===== config.mk =====
export PLATFORM = sky130hd
export DESIGN_NAME = ps2_kbd_ctrl
export DESIGN_NICKNAME = d
export VERILOG_FILES = /design/src/rtl/ps2_kbd_ctrl.sv
export SDC_FILE = /design/constraint.sdc
export NUM_CORES = 1
export LEC_CHECK = 0
export BUFFER_PORTS_ARGS = -buffer_cell sky130_fd_sc_hd__buf_2
export CELL_PAD_IN_SITES_DETAIL_PLACEMENT = 2
export CELL_PAD_IN_SITES_GLOBAL_PLACEMENT = 2
export CORE_UTILIZATION = 30
export CTS_CLUSTER_SIZE = 12
export DETAILED_ROUTE_END_ITERATION = 16
export HOLD_SLACK_MARGIN = 0.12
export PLACE_DENSITY = 0.74
export REMOVE_ABC_BUFFERS = 1
export SKIP_LAST_GASP = 1
export SYNTH_ARGS = -nofsm -noshare
export SYNTH_HDL_FRONTEND = slang
export SYNTH_SLANG_ARGS = --single-unit

===== constraint.sdc =====
create_clock -name clk -period 7.3 [get_ports clk]
set_input_delay 0.73 -clock clk [delete_from_list [all_inputs] [get_ports clk]]
set_output_delay 0.73 -clock clk [all_outputs]
set_load 0.01 [all_outputs]

===== src/rtl/ps2_kbd_ctrl.sv =====
// ps2_kbd_ctrl: PS/2 keyboard init handshake, LED command sequencer
// and E0/F0 scan-code decoder between the PS/2 byte PHYs and the app.
module ps2_kbd_ctrl #(
    parameter int F_CLK          = 100_000_000,
    parameter int ACK_TIMEOUT_MS = 20,
    parameter int BAT_TIMEOUT_MS = 1000,
    parameter int MAX_RETRY      = 3
) (
    input  logic       clk,
    input  logic       rst,
    input  logic [7:0] rx_data,
    input  logic       rx_ready,
    output logic [7:0] tx_data,
    output logic       tx_start,
    input  logic       tx_busy,
    input  logic       tx_done,
    input  logic       led_wr,
    input  logic [2:0] led_val,
    output logic [7:0] key_code,
    output logic       key_ext,
    output logic       key_break,
    output logic       key_valid,
    output logic       kbd_ready,
    output logic       kbd_err
);

    localparam int ACK_CYC = F_CLK / 1000 * ACK_TIMEOUT_MS;
    localparam int BAT_CYC = F_CLK / 1000 * BAT_TIMEOUT_MS;
    localparam int TMR_MAX = (ACK_CYC > BAT_CYC) ? ACK_CYC : BAT_CYC;
    localparam int TW      = $clog2(TMR_MAX + 1);
    localparam int RW      = (MAX_RETRY > 0) ? $clog2(MAX_RETRY + 1) : 1;

    localparam logic [TW-1:0] ACK_LIM   = TW'(ACK_CYC - 1);
    localparam logic [TW-1:0] BAT_LIM   = TW'(BAT_CYC - 1);
    localparam logic [RW-1:0] RETRY_LIM = RW'(MAX_RETRY);

    localparam logic [7:0] B_RESET   = 8'hFF;
    localparam logic [7:0] B_ACK     = 8'hFA;
    localparam logic [7:0] B_RESEND  = 8'hFE;
    localparam logic [7:0] B_BAT_OK  = 8'hAA;
    localparam logic [7:0] B_BAT_ERR = 8'hFC;
    localparam logic [7:0] B_SETLED  = 8'hED;

    typedef enum logic [3:0] {
        RST_SEND,
        RST_ACK,
        RST_BAT,
        IDLE,
        LED_CMD,
        LED_CMD_ACK,
        LED_ARG,
        LED_ARG_ACK,
        ERROR
    } state_t;

    state_t          state;
    state_t          state_nx;
    logic [7:0]      tx_data_nx;
    logic            tx_start_nx;
    logic [TW-1:0]   tmr;
    logic            tmr_run;
    logic            tmo;
    logic [RW-1:0]   retry_cnt;
    logic            retry_inc;
    logic            retry_clr;
    logic            retry_max;
    logic            seq_start;
    logic [2:0]      led_lat;
    logic [2:0]      led_cur;
    logic            led_pend;
    logic            rx_ack;
    logic            rx_rsnd;
    logic            ack_wait;
    logic            dec_en;
    logic            dec_hit;
    logic            pfx_ext;
    logic            pfx_brk;

    assign rx_ack    = rx_ready && (rx_data == B_ACK);
    assign rx_rsnd   = rx_ready && (rx_data == B_RESEND);
    assign retry_max = (retry_cnt == RETRY_LIM);
    assign ack_wait  = (state == RST_ACK) || (state == LED_CMD_ACK) ||
                       (state == LED_ARG_ACK);
    assign tmo       = tmr_run &&
                       (tmr == ((state == RST_BAT) ? BAT_LIM : ACK_LIM));
    assign kbd_ready = (state == IDLE);
    assign kbd_err   = (state == ERROR);

    // State, transmit byte and start pulse registers
    always_ff @(posedge clk) begin
        if (rst) begin
            state    <= RST_SEND;
            tx_data  <= 8'h00;
            tx_start <= 1'b0;
        end else begin
            state    <= state_nx;
            tx_data  <= tx_data_nx;
            tx_start <= tx_start_nx;
        end
    end

    // Next-state logic: send states wait for an idle transmitter,
    // ack states handle ACK, resend and timeout with bounded retries
    always_comb begin
        state_nx    = state;
        tx_data_nx  = tx_data;
        tx_start_nx = 1'b0;
        retry_inc   = 1'b0;
        retry_clr   = 1'b0;
        seq_start   = 1'b0;
        unique case (state)
            RST_SEND: begin
                if (!tx_busy) begin
                    tx_data_nx  = B_RESET;
                    tx_start_nx = 1'b1;
                    state_nx    = RST_ACK;
                end
            end
            RST_ACK: begin
                if (rx_ack) begin
                    retry_clr = 1'b1;
                    state_nx  = RST_BAT;
                end else if (rx_rsnd || tmo) begin
                    if (retry_max) begin
                        state_nx = ERROR;
                    end else begin
                        retry_inc = 1'b1;
                        state_nx  = RST_SEND;
                    end
                end
            end
            RST_BAT: begin
                if (rx_ready && rx_data == B_BAT_OK) begin
                    state_nx = IDLE;
                end else if (rx_ready && rx_data == B_BAT_ERR) begin
                    state_nx = ERROR;
                end else if (tmo) begin
                    if (retry_max) begin
                        state_nx = ERROR;
                    end else begin
                        retry_inc = 1'b1;
                        state_nx  = RST_SEND;
                    end
                end
            end
            IDLE: begin
                if (led_pend || led_wr) begin
                    seq_start = 1'b1;
                    state_nx  = LED_CMD;
                end
            end
            LED_CMD: begin
                if (!tx_busy) begin
                    tx_data_nx  = B_SETLED;
                    tx_start_nx = 1'b1;
                    state_nx    = LED_CMD_ACK;
                end
            end
            LED_CMD_ACK: begin
                if (rx_ack) begin
                    retry_clr = 1'b1;
                    state_nx  = LED_ARG;
                end else if (rx_rsnd || tmo) begin
                    if (retry_max) begin
                        state_nx = ERROR;
                    end else begin
                        retry_inc = 1'b1;
                        state_nx  = LED_CMD;
                    end
                end
            end
            LED_ARG: begin
                if (!tx_busy) begin
                    tx_data_nx  = {5'b0, led_cur};
                    tx_start_nx = 1'b1;
                    state_nx    = LED_ARG_ACK;
                end
            end
            LED_ARG_ACK: begin
                if (rx_ack) begin
                    retry_clr = 1'b1;
                    state_nx  = IDLE;
                end else if (rx_rsnd || tmo) begin
                    if (retry_max) begin
                        state_nx = ERROR;
                    end else begin
                        retry_inc = 1'b1;
                        state_nx  = LED_ARG;
                    end
                end
            end
            ERROR: begin
                state_nx = ERROR;
            end
            default: begin
                state_nx = RST_SEND;
            end
        endcase
    end

    // Response timer: restarts on every state change, runs from tx_done
    // in ack states and from entry in the BAT wait
    always_ff @(posedge clk) begin
        if (rst) begin
            tmr     <= '0;
            tmr_run <= 1'b0;
        end else if (state_nx != state) begin
            tmr     <= '0;
            tmr_run <= (state_nx == RST_BAT);
        end else if (tx_done && ack_wait) begin
            tmr     <= '0;
            tmr_run <= 1'b1;
        end else if (tmr_run) begin
            tmr     <= tmr + TW'(1);
        end
    end

    // Retry counter shared by all send/ack pairs
    always_ff @(posedge clk) begin
        if (rst) begin
            retry_cnt <= '0;
        end else if (retry_clr) begin
            retry_cnt <= '0;
        end else if (retry_inc) begin
            retry_cnt <= retry_cnt + RW'(1);
        end
    end

    // LED request latch: newest value wins, one-deep pending flag,
    // value frozen into led_cur when a sequence starts
    always_ff @(posedge clk) begin
        if (rst) begin
            led_lat  <= 3'b000;
            led_cur  <= 3'b000;
            led_pend <= 1'b0;
        end else begin
            if (led_wr) begin
                led_lat <= led_val;
            end
            if (seq_start) begin
                led_cur  <= led_wr ? led_val : led_lat;
                led_pend <= 1'b0;
            end else if (led_wr && state != IDLE) begin
                led_pend <= 1'b1;
            end
        end
    end

    assign dec_en  = (state == IDLE) || (state == LED_CMD) ||
                     (state == LED_CMD_ACK) || (state == LED_ARG) ||
                     (state == LED_ARG_ACK);
    assign dec_hit = rx_ready && dec_en &&
                     !((state == LED_CMD_ACK || state == LED_ARG_ACK) &&
                       (rx_data == B_ACK || rx_data == B_RESEND));

    // Scan-code decoder: prefixes set flags, a code byte emits one event
    always_ff @(posedge clk) begin
        if (rst) begin
            key_code  <= 8'h00;
            key_ext   <= 1'b0;
            key_break <= 1'b0;
            key_valid <= 1'b0;
            pfx_ext   <= 1'b0;
            pfx_brk   <= 1'b0;
        end else begin
            key_valid <= 1'b0;
            if (dec_hit) begin
                case (rx_data)
                    8'hE0, 8'hE1: pfx_ext <= 1'b1;
                    8'hF0:        pfx_brk <= 1'b1;
                    8'h00, 8'hFF: begin
                        pfx_ext <= 1'b0;
                        pfx_brk <= 1'b0;
                    end
                    default: begin
                        key_code  <= rx_data;
                        key_ext   <= pfx_ext;
                        key_break <= pfx_brk;
                        key_valid <= 1'b1;
                        pfx_ext   <= 1'b0;
                        pfx_brk   <= 1'b0;
                    end
                endcase
            end
        end
    end

endmodule

==> impl_metrics.json, run 1 <==
{
  "status": "finished clean",
  "clock-sinks": 60,
  "grt_pass1_wl_um": 14430,
  "clockBufferDepth": 2,
  "crit_fanout": 27,
  "slowest_delay_ns": 0.62,
  "met3_length_um": 255,
  "wl_met1_um": 4192,
  "power.density_mw_per_mm2": 205.4,
  "ys_ff_latch": 60,
  "fin_crit_ns": 3.260,
  "syn-cell-area_mm2": 0.003057,
  "finalHoldViolCount": 0,
  "coreArea_mm2": 0.009819,
  "skew_ns": 0.008409,
  "rows": 36,
  "grt_pass1_vias": 2838,
  "yosysUniqueCellTypes": 54,
  "avgSynthCellArea_um2": 8.562,
  "clk_latency_ns": 0.35,
  "dp_hpwl_um": 6292,
  "wl_per_cell_um": 16.39,
  "slew_headroom_pct": 17.82,
  "grt_setup_unrepaired": "false",
  "maxCapViolations": 0,
  "grt_max_degree": 34,
  "first_pass_iters": 4,
  "antennaDiodeCount": 0,
  "path_class": "reg -> reg",
  "cts_tree": "yes",
  "irDropWorstVdd_mv": 0.1023,
  "area_delta_synth_final_pct": 15.68,
  "antenna_found_initial": 0,
  "multi_input_comb_area_mm2": 0.001735,
  "synth-edff-count": 0,
  "top_layer": "met4",
  "setup_ws_ns": 4.040,
  "p_total_uw": 726.3,
  "hp-class": "reg -> reg",
  "initial_core_util_pct": 31.13,
  "final_cell_mix": "nor2_1, dfxtp_1, buf_2",
  "place.gp.congestion": 0.8439,
  "final_common_cell": "nor2_1",
  "yosys_warnings": 0,
  "fillCellCount": 1150,
  "tightest_slew_ns": 1.230,
  "routed_wl_um": 8636,
  "die_h_um": 102.9,
  "p_leak_uw": 0.001237,
  "holdBufCountCts": 0,
  "dr_wl_met2_um": 4086,
  "drc": 0,
  "fin_nets": 408,
  "die_w_um": 102.9,
  "dr_total_vias": 2735,
  "grt-ovfl-total": 0,
  "worstPathRequired_ns": 7.53,
  "regArea_mm2": 0.001201,
  "synth_ff_type": "dfxtp_1",
  "io_pins": 39,
  "vias_per_cell": 5.190,
  "maxSlewViolCount": 0,
  "track_usage_pct": 17.82,
  "root_buffer": "clkbuf_8",
  "drive_gt1_share_pct": 15.74,
  "h-tree-depth": 3,
  "timing.final.crit_share_pct": 44.66,
  "dieArea_mm2": 0.01060,
  "path_cells": "or4b_1 -> or4_1 -> a2111o_1 -> a211oi_2 -> o21ai_2 -> nand3_4 -> nor2_1",
  "cts_setup_buffers": 0,
  "worst_setup_path_end_kind": "register",
  "cp-start-kind": "register",
  "setup_violations": 0,
  "crit_slowest_cell": "dfxtp_1",
  "yosysSeqAreaShare_pct": 39.30,
  "max_freq_mhz": 306.7,
  "syn_inst": 357,
  "numPortBuffers": 38,
  "fin_setup_tns_ns": 0,
  "cp_data_arrival_time_ns": 3.49,
  "cts_resized": 0,
  "synthArstFlopShare_pct": 0,
  "numCtsBuffers": 9,
  "antenna_left": 0,
  "path_clk_slew_ns": 0.07,
  "drt-initial-drc-count": 95,
  "preCtsSetupSlack_ns": 3.813
}
==> through the flow <==
| step | hold slack (ns) | util (%) | cells | area [um2] |
|---|---|---|---|---|
| 4_1_cts | 0.4827 | 36.01 | 527 | 3536 |
| 5_1_grt | 0.5048 | 36.01 | 527 | 3536 |
| 3_5_place_dp | 0.4654 | 33.80 | 511 | 3319 |
| 2_1_floorplan | 0.4397 | - | 340 | 2963 |
| 6_report | 0.4741 | 36.01 | 527 | 3536 |
| 3_3_place_gp | 0.4463 | 33.80 | 511 | 3319 |
==> area by class of cell <==
cell class                 instances  area share (%)
inverter                           7          0.7431
clock buffer                      11           3.999
clock inverter                     5           2.123
multi-input combinational        273           49.08
sequential                        60           33.97
tap                              133           4.706
timing repair buffer              38           5.379
==> path summary, 6_finish.rpt <==
check | to | start | slack [ns] | cells past startpoint
max | tmr[10] | state[1] | 4.04 | 7
min | tx_data[4] | tx_data[4] | 0.47 | 1
max reg2reg | tmr[10] | state[1] | 4.04 | 7
min reg2reg | tx_data[4] | tx_data[4] | 0.47 | 1
==> sequential cells by signal (all words and copies together) (netlist names), 2 cells and up <==
name / cells
retry_cnt: 2
key_code: 8
state: 4
led_lat: 3
tx_data: 5
led_cur: 3
tmr: 27
==> report_power, final <==
group | internal [uW] | leakage, uW | switching, uW
Sequential | 333 | 0.000486 | 6.02
Combinational | 19.5 | 0.000638 | 31.6
Clock | 200 | 0.000113 | 136
==> worst max-delay path, delay by kind of cell (launching register included) <==
kind               cells  cell delay, ns
AOI/OAI and AO/OA      3            0.94
DFF                    1            0.62
and+or+nand+nor        4            1.56
==> routing by layer <==
layer | vias up | track usage [%]
li1 | 1343 | -
met1 | 1352 | 22.57
met2 | 32 | 29.59
met3 | 8 | 4.271
met4 | 0 | 6.176
met5 | - | 0
==> Yosys cell counts (3+ instances only) <==
cell type  instances  share of area (%)
a21oi_1           11                1.8
clkbuf_1           9                1.1
nor4b_1            3               0.86
or3_1              4               0.82
buf_2              3               0.49
nor2_1            65                8.0
buf_4              3               0.74
xnor2_1           10                2.9
inv_1              7               0.86
or4_1              5                1.2
and2_1             3               0.61
and3_1             4               0.82
nand3b_1           5                1.2
xor2_1            17                4.9
nor4_1             6                1.2
o21a_1             3               0.74
dfxtp_1           60                 39
nor3_1            13                2.1
mux2i_1           16                5.2
a211oi_1           9                2.2
o21ai_0            7                1.1
nand4_1           11                2.3
and4_1             3               0.86
nand2_1           20                2.5
nand2b_1           3               0.61
nor2b_1            4               0.82
o31ai_1            4               0.98
nand3_1           12                2.0
==> logic make-up (layout without fill, tap and decap cells) <==
family / after synthesis / count (layout) / share of synthesized area [%]
AOI/OAI and AO/OA: 53 / 53 / 12.69
xor gates and xnor gates: 27 / 27 / 7.736
adders and majority gates: 2 / 2 / 0.8185
buffers and inverters: 24 / 61 / 3.929
DFF: 60 / 60 / 39.30
muxes: 16 / 16 / 5.239
and+or+nand+nor: 175 / 175 / 30.29
(Power assumes the default switching activity.)
==> run 2, diff against run 1 <==
--- a/config.mk
+++ b/config.mk
@@ -12,7 +12,7 @@
 export CTS_CLUSTER_SIZE = 12
 export DETAILED_ROUTE_END_ITERATION = 16
 export HOLD_SLACK_MARGIN = 0.12
-export PLACE_DENSITY = 0.74
+export PLACE_DENSITY = 0.77
 export REMOVE_ABC_BUFFERS = 1
 export SKIP_LAST_GASP = 1
 export SYNTH_ARGS = -nofsm -noshare
==> constraint.sdc (replaced) <==
create_clock -name clk -period 2.6 [get_ports clk]
set_input_delay 0.26 -clock clk [delete_from_list [all_inputs] [get_ports clk]]
set_output_delay 0.26 -clock clk [all_outputs]
set_load 0.01 [all_outputs]
==> impl_metrics.json, run 2 (synthesized netlist as in run 1, its figures left out) <==
{
  "status": "complete, but fails checks",
  "violations": "setup timing",
  "slew_headroom_pct": 47.53,
  "fin_nets": 443,
  "worst_setup_path_end_kind": "register",
  "place.gp.congestion": 0.8039,
  "drt-initial-drc-count": 117,
  "fin_crit_ns": 2.656,
  "track_usage_pct": 20.67,
  "tightest_slew_ns": 0.7871,
  "path_buf_inv": 0,
  "die_w_um": 102.9,
  "final_cell_area_mm2": 0.003884,
  "path_clk_slew_ns": 0.07,
  "reg_top3": "tmr x27, key_code x8, tx_data x5",
  "grt_setup_unrepaired": "true",
  "setup_ws_ns": -0.05610,
  "numCtsBuffers": 9,
  "grt_pass1_wl_um": 16500,
  "drive_gt1_share_pct": 26.81,
  "first_pass_iters": 4,
  "maxSlewViolCount": 0,
  "clock-sinks": 60,
  "max_freq_mhz": 376.5,
  "grt_pass1_vias": 3161,
  "numPortBuffers": 38,
  "maxCapViolations": 0,
  "path_cells": "or4b_4 -> or4_4 -> a2111o_1 -> a211oi_4 -> o21ai_4 -> nand3_4 -> nor2_1",
  "reg2reg_from": "state[0]",
  "crit_slowest_cell": "or4b_4",
  "routed_wl_um": 10420,
  "power.density_mw_per_mm2": 520.7,
  "dr_total_vias": 2943,
  "initial_core_util_pct": 31.13,
  "min_from": "led_val[2]",
  "dp_hpwl_um": 6841,
  "antenna_left": 0,
  "hp-class": "in -> reg",
  "p_leak_uw": 0.001415,
  "coreArea_mm2": 0.009819,
  "regMostFlops": "tmr",
  "crit_start": "state[0]",
  "clk_latency_ns": 0.36,
  "slowest_delay_ns": 0.57,
  "timing.final.crit_share_pct": 102.2,
  "h-tree-depth": 3,
  "largest_reg_flops": 27,
  "clockBufferDepth": 2,
  "area_delta_synth_final_pct": 27.06,
  "preCtsSetupSlack_ns": -0.2536,
  "final_cell_mix": "dfxtp_1, nor2_1, buf_2",
  "skew_ns": 0.01219,
  "io_pins": 39,
  "drc": 0,
  "irDropWorstVdd_mv": 0.1828,
  "place_area_mm2": 0.003545,
  "antenna_found_initial": 0,
  "path_class": "reg -> reg",
  "wl_per_cell_um": 18.53,
  "grt-ovfl-total": 0,
  "cp_data_arrival_time_ns": 2.90,
  "cp_top_family": "simple AND/OR/NAND/NOR gates",
  "die_h_um": 102.9,
  "setup_violations": 28,
  "worstPathRequired_ns": 2.84,
  "final_common_cell": "dfxtp_1",
  "crit_fanout": 7,
  "rows": 36,
  "antennaDiodeCount": 0,
  "dieArea_mm2": 0.01060,
  "cts_tree": "yes",
  "root_buffer": "clkbuf_8",
  "finalHoldViolCount": 0,
  "vias_per_cell": 5.237,
  "cp-start-kind": "register",
  "grt_max_degree": 20
}
run 2: timing repair:
action | 4_1_cts | 5_1_grt
gates cloned | 3 | 0
gates resized for setup | 10 | 14
endpoints found under the setup margin | 33 | 33
hold buffers | 0 | 0
pin swaps | 13 | 4
setup buffers | 2 | 0
run 2: per-layer routing:
metal	GRT usage, %	wire length (um)
met4	7.584	201
met2	35.28	4996
met5	0	0
met3	4.271	244
met1	25.68	4973
run 2: layout make-up:
type,count,area (um2)
inverter,7,26.28
timing repair buffer,70,430.4
fill,1156,5936
clock inverter,4,47.55
multi-input combinational,276,1857
sequential,60,1201
clock buffer,12,155.1
tap,133,166.4
run 2: worst min-delay path: cells and delay by family:
kind	cells	cell delay [ns]
buf+inv	1	0.08
simple gates	1	0.09
mux	1	0.08
run 2: worst paths after layout:
kind         cells past startpoint          to  slack, ns
max                              7     tmr[23]      -0.06
max reg2reg                      7     tmr[23]      -0.06
min reg2reg                      1  tx_data[4]       0.48
min                              3  led_lat[2]       0.19
run 2: per-stage QoR:
step                      instances  setup TNS [ns]  util (%)  hold WS [ns]  power, uW
after global placement          541          -6.280     36.10        0.4449       1125
after global routing            562          -3.834     39.55        0.2104       2105
after CTS                       562       -0.001777     39.17        0.1812       2042
after detailed placement        541          -7.013     36.10        0.4618       1130
final                           562          -1.085     39.55        0.1864       2022
after floorplan                 340          -8.678         -        0.3291       1051
run 2: report_power, final:
part	switching [uW]	total [uW]	internal (uW)
sequential	9.05	945	936
clock	396	888	492
combinational	117	189	71.9
total	523	2020	1500
